File: config.mk
export PLATFORM = sky130hd
export DESIGN_NAME = id_ex_pipe_reg
export DESIGN_NICKNAME = d
export VERILOG_FILES = /design/src/rtl/idex_pkg.sv /design/src/rtl/id_ex_pipe_reg_wb_bypass_sel.sv /design/src/rtl/id_ex_pipe_reg.sv
export SDC_FILE = /design/constraint.sdc
export NUM_CORES = 1
export LEC_CHECK = 0
export ABC_CLOCK_PERIOD_IN_PS = 2200
export CAP_MARGIN = 10
export CORE_AREA = 5 5 118 231
export DETAILED_ROUTE_END_ITERATION = 12
export DIE_AREA = 0 0 123 236
export DONT_BUFFER_PORTS = 1
export PLACE_DENSITY_LB_ADDON = 0.1
export SLEW_MARGIN = 20
export SYNTH_ARGS = -nofsm -noshare
export SYNTH_HDL_FRONTEND = slang
export SYNTH_SLANG_ARGS = --single-unit
File: constraint.sdc
create_clock -name clk -period 2.2 [get_ports clk]
set_input_delay 0.44 -clock clk [delete_from_list [all_inputs] [get_ports clk]]
set_output_delay 0.44 -clock clk [all_outputs]
set_load 0.02 [all_outputs]
File: src/rtl/idex_pkg.sv
// Shared widths, ALU/select encodings and the EX-stage control bundle for the ID/EX register.
package idex_pkg;

  localparam int DATA_W     = 32;
  localparam int REG_ADDR_W = 5;
  localparam int ALUOP_W    = 4;

  typedef enum logic [ALUOP_W-1:0] {
    ALU_ADD = 4'h0,
    ALU_SUB = 4'h1,
    ALU_AND = 4'h2,
    ALU_OR  = 4'h3,
    ALU_XOR = 4'h4,
    ALU_NOR = 4'h5,
    ALU_SLT = 4'h6,
    ALU_SLL = 4'h7,
    ALU_SRL = 4'h8,
    ALU_SRA = 4'h9,
    ALU_LUI = 4'hA
  } alu_op_e;

  typedef enum logic {
    ALU_SRC_RT  = 1'b0,
    ALU_SRC_IMM = 1'b1
  } alu_src_e;

  typedef enum logic {
    REG_DST_RT = 1'b0,
    REG_DST_RD = 1'b1
  } reg_dst_e;

  // Every control bit travels in one word so a bubble is a single '0 assignment.
  typedef struct packed {
    logic [ALUOP_W-1:0] alu_op;
    logic               alu_src;
    logic               reg_dst;
    logic               mem_read;
    logic               mem_write;
    logic               mem_to_reg;
    logic               reg_write;
  } ctrl_t;

  localparam ctrl_t CTRL_BUBBLE = '0;

endpackage

File: src/rtl/id_ex_pipe_reg_wb_bypass_sel.sv
// wb_bypass_sel: combinational compare-and-select of one register operand against the WB write port.
// Register 0 is hardwired and never takes the WB value.
import idex_pkg::*;

module wb_bypass_sel #(
  parameter int DATA_W     = idex_pkg::DATA_W,
  parameter int REG_ADDR_W = idex_pkg::REG_ADDR_W
) (
  input  logic                  wb_reg_write,
  input  logic [REG_ADDR_W-1:0] wb_rd,
  input  logic [DATA_W-1:0]     wb_data,
  input  logic [REG_ADDR_W-1:0] src_idx,
  input  logic [DATA_W-1:0]     src_data,
  output logic [DATA_W-1:0]     sel_data
);

  logic hit;

  assign hit      = wb_reg_write && (wb_rd != '0) && (wb_rd == src_idx);
  assign sel_data = hit ? wb_data : src_data;

endmodule

File: src/rtl/id_ex_pipe_reg.sv
// ID/EX pipeline register: 1-cycle latency, priority reset > flush > stall > load, id_valid=0 loads a bubble.
// Define IDEX_WB_BYPASS_EN to refresh rs/rt data from the WB write port on load and while stalled.
import idex_pkg::*;

module id_ex_pipe_reg #(
  parameter int DATA_W     = idex_pkg::DATA_W,
  parameter int REG_ADDR_W = idex_pkg::REG_ADDR_W,
  // Must match idex_pkg::ALUOP_W, since alu_op lives inside ctrl_t.
  parameter int ALUOP_W    = idex_pkg::ALUOP_W
) (
  input  logic                  clk,
  input  logic                  reset,
  input  logic                  stall,
  input  logic                  flush,
  input  logic                  id_valid,
  input  logic [DATA_W-1:0]     id_pc_plus4,
  input  logic [DATA_W-1:0]     id_rs_data,
  input  logic [DATA_W-1:0]     id_rt_data,
  input  logic [DATA_W-1:0]     id_sign_ext_const,
  input  logic [REG_ADDR_W-1:0] id_rs,
  input  logic [REG_ADDR_W-1:0] id_rt,
  input  logic [REG_ADDR_W-1:0] id_rd,
  input  logic [ALUOP_W-1:0]    id_alu_op,
  input  logic                  id_alu_src,
  input  logic                  id_reg_dst,
  input  logic                  id_mem_read,
  input  logic                  id_mem_write,
  input  logic                  id_mem_to_reg,
  input  logic                  id_reg_write,
  input  logic                  wb_reg_write,
  input  logic [REG_ADDR_W-1:0] wb_rd,
  input  logic [DATA_W-1:0]     wb_data,
  output logic                  ex_valid,
  output logic [DATA_W-1:0]     ex_pc_plus4,
  output logic [DATA_W-1:0]     ex_rs_data,
  output logic [DATA_W-1:0]     ex_rt_data,
  output logic [DATA_W-1:0]     ex_sign_ext_const,
  output logic [REG_ADDR_W-1:0] ex_rs,
  output logic [REG_ADDR_W-1:0] ex_rt,
  output logic [REG_ADDR_W-1:0] ex_rd,
  output logic [ALUOP_W-1:0]    ex_alu_op,
  output logic                  ex_alu_src,
  output logic                  ex_reg_dst,
  output logic                  ex_mem_read,
  output logic                  ex_mem_write,
  output logic                  ex_mem_to_reg,
  output logic                  ex_reg_write
);

  logic                  valid_q,   valid_d;
  logic [DATA_W-1:0]     pc_q,      pc_d;
  logic [DATA_W-1:0]     rs_data_q, rs_data_d;
  logic [DATA_W-1:0]     rt_data_q, rt_data_d;
  logic [DATA_W-1:0]     imm_q,     imm_d;
  logic [REG_ADDR_W-1:0] rs_q,      rs_d;
  logic [REG_ADDR_W-1:0] rt_q,      rt_d;
  logic [REG_ADDR_W-1:0] rd_q,      rd_d;
  ctrl_t                 ctrl_q,    ctrl_d;
  ctrl_t                 id_ctrl;

  // Operand data source: the held copy while stalled, otherwise the decode stage.
  logic [DATA_W-1:0]     rs_src_data, rt_src_data;
  logic [DATA_W-1:0]     rs_fwd_data, rt_fwd_data;

  assign id_ctrl = '{alu_op:     id_alu_op,
                     alu_src:    id_alu_src,
                     reg_dst:    id_reg_dst,
                     mem_read:   id_mem_read,
                     mem_write:  id_mem_write,
                     mem_to_reg: id_mem_to_reg,
                     reg_write:  id_reg_write};

  assign rs_src_data = stall ? rs_data_q : id_rs_data;
  assign rt_src_data = stall ? rt_data_q : id_rt_data;

`ifdef IDEX_WB_BYPASS_EN
  logic [REG_ADDR_W-1:0] rs_src_idx, rt_src_idx;

  assign rs_src_idx = stall ? rs_q : id_rs;
  assign rt_src_idx = stall ? rt_q : id_rt;

  wb_bypass_sel #(.DATA_W(DATA_W), .REG_ADDR_W(REG_ADDR_W)) u_rs_bypass (
    .wb_reg_write (wb_reg_write),
    .wb_rd        (wb_rd),
    .wb_data      (wb_data),
    .src_idx      (rs_src_idx),
    .src_data     (rs_src_data),
    .sel_data     (rs_fwd_data)
  );

  wb_bypass_sel #(.DATA_W(DATA_W), .REG_ADDR_W(REG_ADDR_W)) u_rt_bypass (
    .wb_reg_write (wb_reg_write),
    .wb_rd        (wb_rd),
    .wb_data      (wb_data),
    .src_idx      (rt_src_idx),
    .src_data     (rt_src_data),
    .sel_data     (rt_fwd_data)
  );
`else
  logic unused_wb;

  assign unused_wb   = ^{wb_reg_write, wb_rd, wb_data};
  assign rs_fwd_data = rs_src_data;
  assign rt_fwd_data = rt_src_data;
`endif

  always_comb begin
    valid_d   = valid_q;
    pc_d      = pc_q;
    rs_data_d = rs_data_q;
    rt_data_d = rt_data_q;
    imm_d     = imm_q;
    rs_d      = rs_q;
    rt_d      = rt_q;
    rd_d      = rd_q;
    ctrl_d    = ctrl_q;
    if (flush || (!stall && !id_valid)) begin
      valid_d   = 1'b0;
      pc_d      = '0;
      rs_data_d = '0;
      rt_data_d = '0;
      imm_d     = '0;
      rs_d      = '0;
      rt_d      = '0;
      rd_d      = '0;
      ctrl_d    = CTRL_BUBBLE;
    end else if (stall) begin
      rs_data_d = rs_fwd_data;
      rt_data_d = rt_fwd_data;
    end else begin
      valid_d   = 1'b1;
      pc_d      = id_pc_plus4;
      rs_data_d = rs_fwd_data;
      rt_data_d = rt_fwd_data;
      imm_d     = id_sign_ext_const;
      rs_d      = id_rs;
      rt_d      = id_rt;
      rd_d      = id_rd;
      ctrl_d    = id_ctrl;
    end
  end

  always_ff @(posedge clk) begin
    if (reset) begin
      valid_q   <= 1'b0;
      pc_q      <= '0;
      rs_data_q <= '0;
      rt_data_q <= '0;
      imm_q     <= '0;
      rs_q      <= '0;
      rt_q      <= '0;
      rd_q      <= '0;
      ctrl_q    <= CTRL_BUBBLE;
    end else begin
      valid_q   <= valid_d;
      pc_q      <= pc_d;
      rs_data_q <= rs_data_d;
      rt_data_q <= rt_data_d;
      imm_q     <= imm_d;
      rs_q      <= rs_d;
      rt_q      <= rt_d;
      rd_q      <= rd_d;
      ctrl_q    <= ctrl_d;
    end
  end

  assign ex_valid          = valid_q;
  assign ex_pc_plus4       = pc_q;
  assign ex_rs_data        = rs_data_q;
  assign ex_rt_data        = rt_data_q;
  assign ex_sign_ext_const = imm_q;
  assign ex_rs             = rs_q;
  assign ex_rt             = rt_q;
  assign ex_rd             = rd_q;
  assign ex_alu_op         = ctrl_q.alu_op;
  assign ex_alu_src        = ctrl_q.alu_src;
  assign ex_reg_dst        = ctrl_q.reg_dst;
  assign ex_mem_read       = ctrl_q.mem_read;
  assign ex_mem_write      = ctrl_q.mem_write;
  assign ex_mem_to_reg     = ctrl_q.mem_to_reg;
  assign ex_reg_write      = ctrl_q.reg_write;

endmodule
Word-level counts from Yosys, hierarchy flattened
Index checks and enable logic that the tools add are counted.
{"block": "op_classes", "reduce_logical": 5}
{"cell": "$logic_not A1 Y1", "count": 2}
{"cell": "$reduce_or A2 Y1", "count": 1}
{"cell": "$logic_and A1 B1 Y1", "count": 1}
{"cell": "$logic_or A1 B1 Y1", "count": 1}
{"block": "word_totals", "out_inout_bits": 154, "ff_bits": 154, "wordCells": 20, "input_bits": 196}

Depth between registers and ports, before layout
Gate-level depths: netlist (run 1).
{"block": "depth", "word_depth": 4, "depth_mapped": 5, "depth_no_buf": 2}

Least setup slack after synthesis (run 1)
No wires, ideal clock.
{"block": "synth_path", "kind": "input to register", "startpoint": "input port reset", "endpoint": "register rt_data_q[19] (netlist: ex_rt_data[19])", "cell_stages": 5, "setup_time_ns": 0.066, "path_slack_ns": 0.984, "path_buffers": 3, "t_arrival_ns": 1.150, "required_time_ns": 2.134, "path_cell_list": "or2_1 > buf_6 > buf_6 > buf_6 > a21oi_2"}
{"block": "synth_via", "elab_chain_cells": 1}
{"element": "from (decl)", "line_no": "id_ex_pipe_reg.sv:12", "source": "input logic reset,"}
{"element": "$reduce_or A2 Y1 (no line)"}
{"element": "to (signal assigned)", "line_no": "id_ex_pipe_reg.sv:158", "source": "rt_data_q <= rt_data_d;"}
{"element": "to (decl)", "line_no": "id_ex_pipe_reg.sv:53", "source": "logic [DATA_W-1:0] rt_data_q, rt_data_d;"}
Every way passes these cells.
A chain may end at the register's enable or synchronous reset.

Worst setup path after layout (run 1)
{"block": "layout_path", "startpoint": "register pc_q[1] (netlist: ex_pc_plus4[1])", "endpoint": "output port ex_pc_plus4[1]"}
{"element": "from (decl)", "line_no": "id_ex_pipe_reg.sv:51", "source": "logic [DATA_W-1:0] pc_q, pc_d;"}
{"element": "from (signal assigned)", "line_no": "id_ex_pipe_reg.sv:156", "source": "pc_q <= pc_d;"}
{"element": "to (decl)", "line_no": "id_ex_pipe_reg.sv:34", "source": "output logic [DATA_W-1:0] ex_pc_plus4,"}
No word-level cell between the ends.

==> out/qor.csv, run 1 <==
stage,metric,value,unit
status,status,"complete, no violations",
final_layout,fillcell total,2661,
clock_network,# clock sinks,154,
route,WL per Instance,18.4,um
pwr,PD cells,897,nW/um^2
final_layout,share of cells above drive strength 1,14.6,%
logic_synthesis,Synth Warn #,0,
global_routing,GR Util All Layers,12.2,%
clock_network,clk root buf,clkbuf_16,
sta,Final Critical Period,1.37,ns
setup_path,Crit path depth,0,
setup_path,startpoint types,flop,
sta,Worst-Margin Slew,0.433,ns
pwr,Clock power frac,48.4,%
global_routing,met2 Use GR,20.7,%
setup_path,"Req. time, crit path",1.76,ns
final_layout,area grow syn2layout,11.5,%
route,Antenna Nets Post-Route,0,
global_routing,largest net degree at the start of global routing,308,
route,DR vias/cell,4.67,
global_routing,first-pass GRT wire length,27.1,mm
route,1st-pass router iterations,4,
sta,Slew HR,71.1,%
logic_synthesis,register area share after synthesis,49.8,%
final_layout,most frequent cells in the layout,"dfxtp_1, nand2_1, nand3b_1, a21oi_1, a21oi_2",
logic_synthesis,mapped cell area,6190,um^2
setup_path,critical-path maximum fanout,2,
floorplan,Initial Util,24.6,%
logic_synthesis,Mapped Cells,684,
setup_path,Worst R2R Path Depth,2,
placement,I/O Buffers,0,
hold_path,Hold Path Depth,2,
clock_network,clk slew on worst S/H paths,0.06,ns
sta,RSZ-0062 raised after global routing,false,
sta,Slew Limit Fails,0,
global_routing,final global-route overflow total,0,
placement,Cells after DPL,956,
sta,post-route setup TNS,0,ns
final_layout,ant diodes,0,
sta,Final Cycle Share,62.1,%
final_layout,"most common cell after layout, fill and taps aside",dfxtp_1,
clock_network,number of post-CTS setup repair buffers,0,
sta,final hold vios,0,
pwr,maximum VDD drop,0.000453,V
floorplan,Die X-Extent,123,um
floorplan,full die area,29000,um^2
setup_path,kind of critical path,reg -> out,
setup_path,crit end category,primary output,
logic_synthesis,post-synthesis register bit count,154,
floorplan,IO Count,350,
global_routing,met1 Track Usage GR,12.0,%
final_layout,nets@finish,835,
route,DRC viols,0,
global_routing,vias in the first global route,4676,
pwr,NetSw,1.38,mW
route,initial detailed-routing violation count,231,
floorplan,row cnt,82,
sta,final setup violation count,0,
clock_network,CTS buffer count,17,
route,DR vias,4618,
setup_path,flop2flop setup slack,1.42,ns
clock_network,CTS tree,done,
placement,post-detail-place hpwl,12.1,mm
clock_network,Clock Latency Late Sink,0.43,ns
pwr,leakage power,2.01,nW
logic_synthesis,syn_area_per_cell,9.05,um^2
pwr,Net Sw Frac,22.4,%
sta,skew final,0,ns
job,Max-Cap Viols,0,
pwr,Logic pwr share,3.8,%
hold_path,Hold WC Path Type,in -> reg,
placement,GPL Wtd Cong,0.775,
logic_synthesis,syn_nets,880,
final_layout,Layout Cells excl Fill,988,
route,total wire length,18.1,mm
clock_network,H-tree levels,4,
setup_path,crit path DAT,0.93,ns
pwr,sequential cell fraction of total power,47.8,%
clock_network,CTS resizes,0,
floorplan,die height,236,um
clock_network,hold_buf cts,0,
clock_network,Clock Tree Buf Depth,2,
global_routing,initial antenna violation count,0,
global_routing,GR Util met3,5.59,%
sta,FMAX,731,MHz
pwr,cell internal pwr,4.80,mW
global_routing,busiest grt layer,met2,
floorplan,CORE AREA,25100,um^2
logic_synthesis,"Distinct cells, synth",14,
-- cells in the mapped netlist --
library cell / count / area share (%)
nand2_1: 153 / 9.3
dfxtp_1: 154 / 50
buf_2: 25 / 2.0
clkbuf_2: 1 / 0.081
a21oi_1: 93 / 7.5
a21oi_2: 60 / 8.5
mux2i_1: 1 / 0.16
buf_1: 2 / 0.12
buf_6: 9 / 1.6
clkbuf_1: 27 / 1.6
or2_1: 1 / 0.10
buf_4: 4 / 0.49
nor2_1: 1 / 0.061
nand3b_1: 153 / 19
-- cell type report --
cell class                      instances  area (um^2)  share of cell area, %
Sequential cell                       154         3080                   44.7
Multi-Input combinational cell        462         2740                   39.7
Clock buffer                           21          460                   6.67
Tap cell                              336          420                   6.09
Clock inverter                         11          145                   2.10
Timing Repair Buffer                    4         55.1                  0.798
-- layer usage --
layer	up-vias	share of wire (%)
met5	-	0
met4	0	3.5
met3	27	12
met2	242	50
met1	2123	35
li1	2226	-
-- power by group through the flow --
stage	logic, mW	clock network, mW	registers, mW
2_1_floorplan	0.319	0	3.00
3_3_place_gp	0.230	0	3.03
3_5_place_dp	0.236	0	3.02
4_1_cts	0.237	3.13	2.96
5_1_grt	0.260	3.24	2.97
6_report	0.233	3.00	2.96
-- stage by stage --
stage | power [mW] | hold slack, ns | setup WS (ns) | area, um^2 | util (%)
after floorplan | 3.32 | 0.530 | 0.984 | 6190 | -
after global placement | 3.26 | 0.552 | 0.798 | 6290 | 25.0
after detailed placement | 3.26 | 0.556 | 0.769 | 6290 | 25.0
after CTS | 6.33 | 0.113 | 0.770 | 6900 | 27.5
after global routing | 6.46 | 0.115 | 0.771 | 6900 | 27.5
final | 6.19 | 0.147 | 0.833 | 6900 | 27.5
-- worst paths after layout --
check,endpoint,from
max,ex_pc_plus4[1],ex_pc_plus4[1]$_SDFFE_PP0N_
min,ex_sign_ext_const[18]$_SDFFE_PP0N_,stall
max reg2reg,ex_pc_plus4[1]$_SDFFE_PP0N_,ex_pc_plus4[1]$_SDFFE_PP0N_
min reg2reg,ex_sign_ext_const[31]$_SDFFE_PP0N_,ex_sign_ext_const[31]$_SDFFE_PP0N_
-- kinds of logic (layout without fill, tap and decap cells) --
family	after synthesis	count (layout)	synth area share (%)
buffers and inverters	68	36	5.99
muxes	1	1	0.162
DFF	154	154	49.8
AOI/OAI and AO/OA	153	153	16.0
and+or+nand+nor	308	308	28.0
-- worst reg2reg max path: stages, from the launching register on --
cell and delay [ns]:
dfxtp_1 0.50, nand2_1 0.11, a21oi_2 0.11
(Power assumes the default switching activity.)
==> inputs of run 2 (changes only) <==
ABC_CLOCK_PERIOD_IN_PS = 1200   (was 2200)
clock period = 1.2 ns   (was 2.2 ns; I/O delays follow)
==> out/qor.csv, run 2 <==
stage,metric,value,unit
logic_synthesis,Synth area leaders,"dfxtp_1, nand3b_1, nand2_1, a21oi_2, a21oi_1",
clock_network,hold_buf cts,200,
logic_synthesis,Async SR Flop Fraction,0,%
status,status,aborted with a tool error,
logic_synthesis,post-synthesis register bit count,154,
placement,placed instance area,6300,um^2
clock_network,Clock Tree Buf Depth,2,
logic_synthesis,top-area cell type share of the netlist area,49.8,%
status,First Err,[ERROR RSZ-0060] Max buffer count reached.,
floorplan,IO Count,350,
logic_synthesis,most frequent cell after synthesis,dfxtp_1,
clock_network,clk root buf,clkbuf_16,
logic_synthesis,syn_area_per_cell,9.05,um^2
logic_synthesis,"Distinct cells, synth",14,
logic_synthesis,syn_nets,880,
placement,DP Worst Slack,0.0951,ns
logic_synthesis,Post-synth top flop,dfxtp_1,
logic_synthesis,mapped cell area,6190,um^2
floorplan,Die X-Extent,123,um
floorplan,die height,236,um
logic_synthesis,number of flops mapped to enable cells by yosys,0,
logic_synthesis,Mapped Cells,684,
placement,post-detail-place hpwl,12.2,mm
clock_network,number of post-CTS setup repair buffers,0,
clock_network,CTS resizes,17,
placement,I/O Buffers,0,
logic_synthesis,most frequent cells after synthesis,"dfxtp_1, nand2_1, nand3b_1",
floorplan,row cnt,82,
clock_network,CTS buffer count,17,
logic_synthesis,top cell type by total area after synthesis,dfxtp_1,
placement,Cells after DPL,957,
clock_network,# clock sinks,154,
logic_synthesis,Synth Warn #,0,
status,Stop stage,clock tree synthesis (4_1_cts),
clock_network,H-tree levels,4,
logic_synthesis,register area share after synthesis,49.8,%
placement,GPL Wtd Cong,0.751,
floorplan,Initial Util,24.6,%
==> run 2: cell counts after synthesis <==
Identical to the previous run, type by type.
==> run 2: per-stage QoR <==
step	util, %	hold slack, ns
floorplan	-	0.404
global placement	25.1	0.397
detailed placement	25.1	0.401
==> run 2: kinds of logic after synthesis <==
family          Yosys count  share of synthesized area (%)
mux                       1                          0.162
compound gates          153                           16.0
simple gates            308                           28.0
flops                   154                           49.8
buf+inv                  68                           5.99
==> inputs of run 3 (changes only) <==
ABC_CLOCK_PERIOD_IN_PS = 1550   (was 1200)
CORE_AREA = 5 5 182 184   (was 5 5 118 231)
DIE_AREA = 0 0 187 189   (was 0 0 123 236)
PLACE_DENSITY_LB_ADDON = 0.15   (was 0.1)
clock period = 1.55 ns   (was 1.2 ns; I/O delays follow)
==> out/qor.csv, run 3 (synthesis results as in run 1) <==
stage,metric,value,unit
placement,DP Worst Slack,0.473,ns
sta,Slew HR,68.9,%
final_layout,share of cells above drive strength 1,14.3,%
floorplan,Die X-Extent,187,um
pwr,maximum VDD drop,0.000701,V
final_layout,most frequent cells in the layout,"dfxtp_1, nand2_1, nand3b_1, a21oi_1, a21oi_2",
route,WL per Instance,17.1,um
placement,placed instance area,6380,um^2
setup_path,kind of critical path,reg -> out,
floorplan,die height,189,um
route,initial detailed-routing violation count,173,
pwr,PD cells,1250,nW/um^2
clock_network,CTS buffer count,17,
sta,Final Critical Period,1.25,ns
placement,post-detail-place hpwl,11.8,mm
final_layout,ant diodes,0,
clock_network,H-tree levels,4,
route,1st-pass router iterations,5,
sta,final hold vios,0,
clock_network,CTS tree,done,
placement,GPL Wtd Cong,0.723,
floorplan,IO Count,350,
sta,WHS,0.0353,ns
sta,Worst-Margin Slew,0.466,ns
sta,Final Cycle Share,80.4,%
setup_path,"Req. time, crit path",1.24,ns
sta,RSZ-0062 raised after global routing,false,
global_routing,GR Util All Layers,9.86,%
setup_path,flop2flop setup slack,0.75,ns
sta,post-route setup TNS,0,ns
global_routing,first-pass GRT wire length,27.4,mm
job,Max-Cap Viols,0,
clock_network,number of post-CTS setup repair buffers,0,
clock_network,clk slew on worst S/H paths,0.06,ns
status,status,"complete, no violations",
setup_path,crit end category,primary output,
hold_path,Hold Path Depth,2,
final_layout,nets@finish,841,
final_layout,area grow syn2layout,14.0,%
route,total wire length,18.2,mm
clock_network,Clock Tree Buf Depth,2,
placement,I/O Buffers,0,
clock_network,clk root buf,clkbuf_16,
route,WL met2,8.41,mm
route,DR vias,4596,
clock_network,Clock Latency Late Sink,0.42,ns
setup_path,crit path DAT,0.94,ns
hold_path,min-delay src,stall,
global_routing,vias in the first global route,4545,
setup_path,startpoint types,flop,
sta,final setup violation count,0,
clock_network,# clock sinks,154,
setup_path,worst r2r src,ex_rt_data[17]$_SDFFE_PP0N_,
route,Antenna Nets Post-Route,0,
route,highest metal used,met5,
setup_path,critical-path maximum fanout,2,
floorplan,CORE AREA,31200,um^2
sta,Slew Limit Fails,0,
route,wire length on met3,2.05,mm
setup_path,crit path from,ex_pc_plus4[31]$_SDFFE_PP0N_,
global_routing,final global-route overflow total,0,
pwr,Tot Pwr,8.83,mW
sta,skew final,0,ns
sta,worst setup margin,0.304,ns
final_layout,Post-Layout Inst Area,7050,um^2
floorplan,row cnt,65,
hold_path,Hold WC Path Type,in -> reg,
pwr,leakage power,2.02,nW
floorplan,Initial Util,19.8,%
setup_path,Worst R2R Path Depth,2,
route,Metal-1 WL,7.53,mm
global_routing,largest net degree at the start of global routing,298,
route,DR vias/cell,4.34,
route,DRC viols,0,
global_routing,initial antenna violation count,1,
sta,FMAX,802,MHz
final_layout,"most common cell after layout, fill and taps aside",dfxtp_1,
hold_path,WHS Endpoint,ex_reg_write$_SDFFE_PP0N_,
setup_path,FF-to-FF End,ex_rt_data[17]$_SDFFE_PP0N_,
floorplan,full die area,35300,um^2
-- run 3: worst max path at each step --
| stage | endpoint | slack [ns] | cells after the start |
|---|---|---|---|
| floorplan | ex_rt_data[19]$_SDFFE_PP0N_ | 0.46 | 5 |
| global placement | ex_rt_data[31]$_SDFFE_PP0N_ | 0.50 | 3 |
| detailed placement | ex_rt_data[31]$_SDFFE_PP0N_ | 0.47 | 3 |
| CTS | ex_pc_plus4[31] | 0.23 | 0 |
| global route | ex_reg_write | 0.22 | 0 |
| finish | ex_pc_plus4[31] | 0.30 | 0 |
-- run 3: what timing repair did --
action / CTS / global route
setup endpoints to repair: 0 / 0
resized for setup: 0 / 0
hold buffers: 6 / 1
endpoints found under the hold margin: 14 / 1
-- run 3: cell type report --
cell class / instances / area (um^2)
fill: 3385 / 24200
sequential: 154 / 3080
multi-input combinational: 462 / 2740
tap: 402 / 503
clock buffer: 23 / 488
timing repair buffer: 10 / 130
clock inverter: 9 / 113
-- run 3: routing by layer --
layer | global-route usage, % | vias to the layer above
li1 | - | 2241
met1 | 11.5 | 2121
met2 | 15.0 | 220
met3 | 5.94 | 12
met4 | 3.41 | 2
met5 | 0 | -
-- run 3: per-stage QoR --
step	util (%)	std cells
5_1_grt	22.6	1060
3_5_place_dp	20.4	1021
6_report	22.6	1060
4_1_cts	22.6	1059
2_1_floorplan	-	684
3_3_place_gp	20.4	1021
-- run 3: where the power goes --
group          switching (mW)  total [mW]  internal (mW)
registers               0.161        4.20           4.04
logic                   0.177       0.357          0.180
clock network            1.72        4.27           2.55
==> inputs of run 4 (changes only) <==
ABC_CLOCK_PERIOD_IN_PS = 1100   (was 1550)
clock period = 1.1 ns   (was 1.55 ns; I/O delays follow)
==> out/qor.csv, run 4 (synthesis results as in run 1) <==
stage,metric,value,unit
placement,GPL Wtd Cong,0.730,
setup_path,Critical Path Max Stage Delay,0.33,ns
floorplan,IO Count,350,
global_routing,vias in the first global route,5084,
final_layout,Layout Cells excl Fill,1183,
final_layout,Final Util,27.4,%
global_routing,final global-route overflow total,0,
setup_path,"Max stage delay cell, worst path",dfxtp_2,
setup_path,crit path cell chain,buf_6,
placement,placed instance area,6400,um^2
route,initial detailed-routing violation count,217,
pwr,PD cells,1520,nW/um^2
setup_path,startpoint types,flop,
global_routing,largest net degree at the start of global routing,308,
sta,skew final,0,ns
pwr,maximum VDD drop,0.00103,V
final_layout,ant diodes,0,
setup_path,crit end category,primary output,
clock_network,CTS buffer count,17,
final_layout,share of cells above drive strength 1,31.8,%
sta,WHS,-0.0694,ns
setup_path,crit path DAT,0.89,ns
final_layout,fillcell total,3257,
final_layout,most frequent cells in the layout,"nand2_1, nand3b_1, dfxtp_2, dlygate4sd3_1, a21oi_1",
clock_network,# clock sinks,154,
final_layout,area of the multi-input gates,2740,um^2
status,status,"finished, violations left",
setup_path,"Buf+Inv Stages, Crit Path",1,
placement,DP Worst Slack,0.117,ns
sta,worst setup margin,-0.00696,ns
floorplan,row cnt,65,
clock_network,Clock Latency Late Sink,0.42,ns
route,DR vias/cell,4.30,
sta,Slew HR,75.6,%
floorplan,CORE AREA,31200,um^2
final_layout,Reg area,3320,um^2
route,DRC viols,0,
global_routing,first-pass GRT wire length,29.5,mm
pwr,leakage power,2.64,nW
sta,final hold vios,51,
final_layout,Post-Layout Inst Area,8560,um^2
sta,Final Cycle Share,101,%
final_layout,nets@finish,967,
job,Max-Cap Viols,0,
clock_network,clk root buf,clkbuf_16,
route,Antenna Nets Post-Route,0,
clock_network,clk slew on worst S/H paths,0.06,ns
status,violated checks,"hold timing, setup timing",
clock_network,CTS tree,done,
global_routing,GR Util All Layers,10.3,%
sta,post-route setup TNS,-0.00696,ns
setup_path,kind of critical path,reg -> out,
sta,Final Critical Period,1.11,ns
floorplan,die height,189,um
hold_path,Hold WC Path Type,in -> reg,
clock_network,Clock Tree Buf Depth,2,
sta,RSZ-0062 raised after global routing,true,
route,1st-pass router iterations,4,
floorplan,full die area,35300,um^2
setup_path,"CP delay by family, top",flip-flops,
sta,Worst-Margin Slew,0.366,ns
sta,FMAX,903,MHz
placement,post-detail-place hpwl,11.7,mm
final_layout,area grow syn2layout,38.4,%
route,WL per Instance,16.1,um
setup_path,critical-path maximum fanout,2,
setup_path,"Req. time, crit path",0.88,ns
placement,Cells after DPL,1023,
sta,final setup violation count,1,
floorplan,Initial Util,19.8,%
route,DR vias,5091,
global_routing,initial antenna violation count,0,
floorplan,Die X-Extent,187,um
sta,Slew Limit Fails,0,
clock_network,H-tree levels,4,
route,total wire length,19.0,mm
placement,I/O Buffers,0,
==> run 4: cell types whose count changed in the layout (fill, tap and decap cells not counted), moves of 2 or more <==
cell,delta
dfxtp_1,-154
dlygate4sd3_1,+122
clkinvlp_4,-2
clkbuf_8,-2
buf_6,+2
dfxtp_4,+19
dfxtp_2,+135
bufinv_16,+2
==> run 4: final timing paths <==
path	from	endpoint	depth (start not counted)	slack, ns
min	stall	ex_pc_plus4[23]$_SDFFE_PP0N_	2	-0.07
max	ex_pc_plus4[31]$_SDFFE_PP0N_	ex_pc_plus4[31]	1	-0.007
min reg2reg	ex_pc_plus4[31]$_SDFFE_PP0N_	ex_pc_plus4[31]$_SDFFE_PP0N_	2	0.47
max reg2reg	ex_sign_ext_const[2]$_SDFFE_PP0N_	ex_sign_ext_const[2]$_SDFFE_PP0N_	2	0.39
==> run 4: through the flow <==
step	power [mW]	hold WS, ns
2_1_floorplan	6.64	0.384
3_3_place_gp	6.52	0.381
3_5_place_dp	6.53	0.384
4_1_cts	13.2	-0.117
5_1_grt	13.5	-0.101
6_report	13.0	-0.0694
==> run 4: worst reg2reg max path, stage by stage (launching register included) <==
cell	delay, ns
dfxtp_2	0.39
nand2_1	0.08
a21oi_1	0.16
==> run 4: report_power, final <==
part / switching [mW] / leakage, nW / total [mW] / internal (mW)
clock network: 2.34 / 0.291 / 6.21 / 3.87
logic: 0.330 / 1.02 / 0.876 / 0.546
registers: 0.224 / 1.33 / 5.90 / 5.68
total: 2.89 / 2.64 / 13.0 / 10.1
==> run 4: timing repair <==
item,in CTS,in global routing
pin swaps,0,1
hold buffers,114,16
resized for setup,164,12
setup endpoints to repair,154,14
hold endpoints to repair,154,129
setup buffers,1,0
==> run 4: area by class of cell <==
type                       instances  share of cell area (%)
timing repair buffer             136                    16.3
clock inverter                     8                    1.70
sequential                       154                    38.8
tap                              402                    5.87
clock buffer                      21                    5.38
multi-input combinational        462                    32.0
==> run 4: routing by layer <==
metal	track usage [%]	wire, um	vias up
met5	0	0	-
met4	3.58	272	0
met3	5.25	1890	14
met2	16.5	9020	223
met1	12.0	7820	2368
li1	-	-	2486
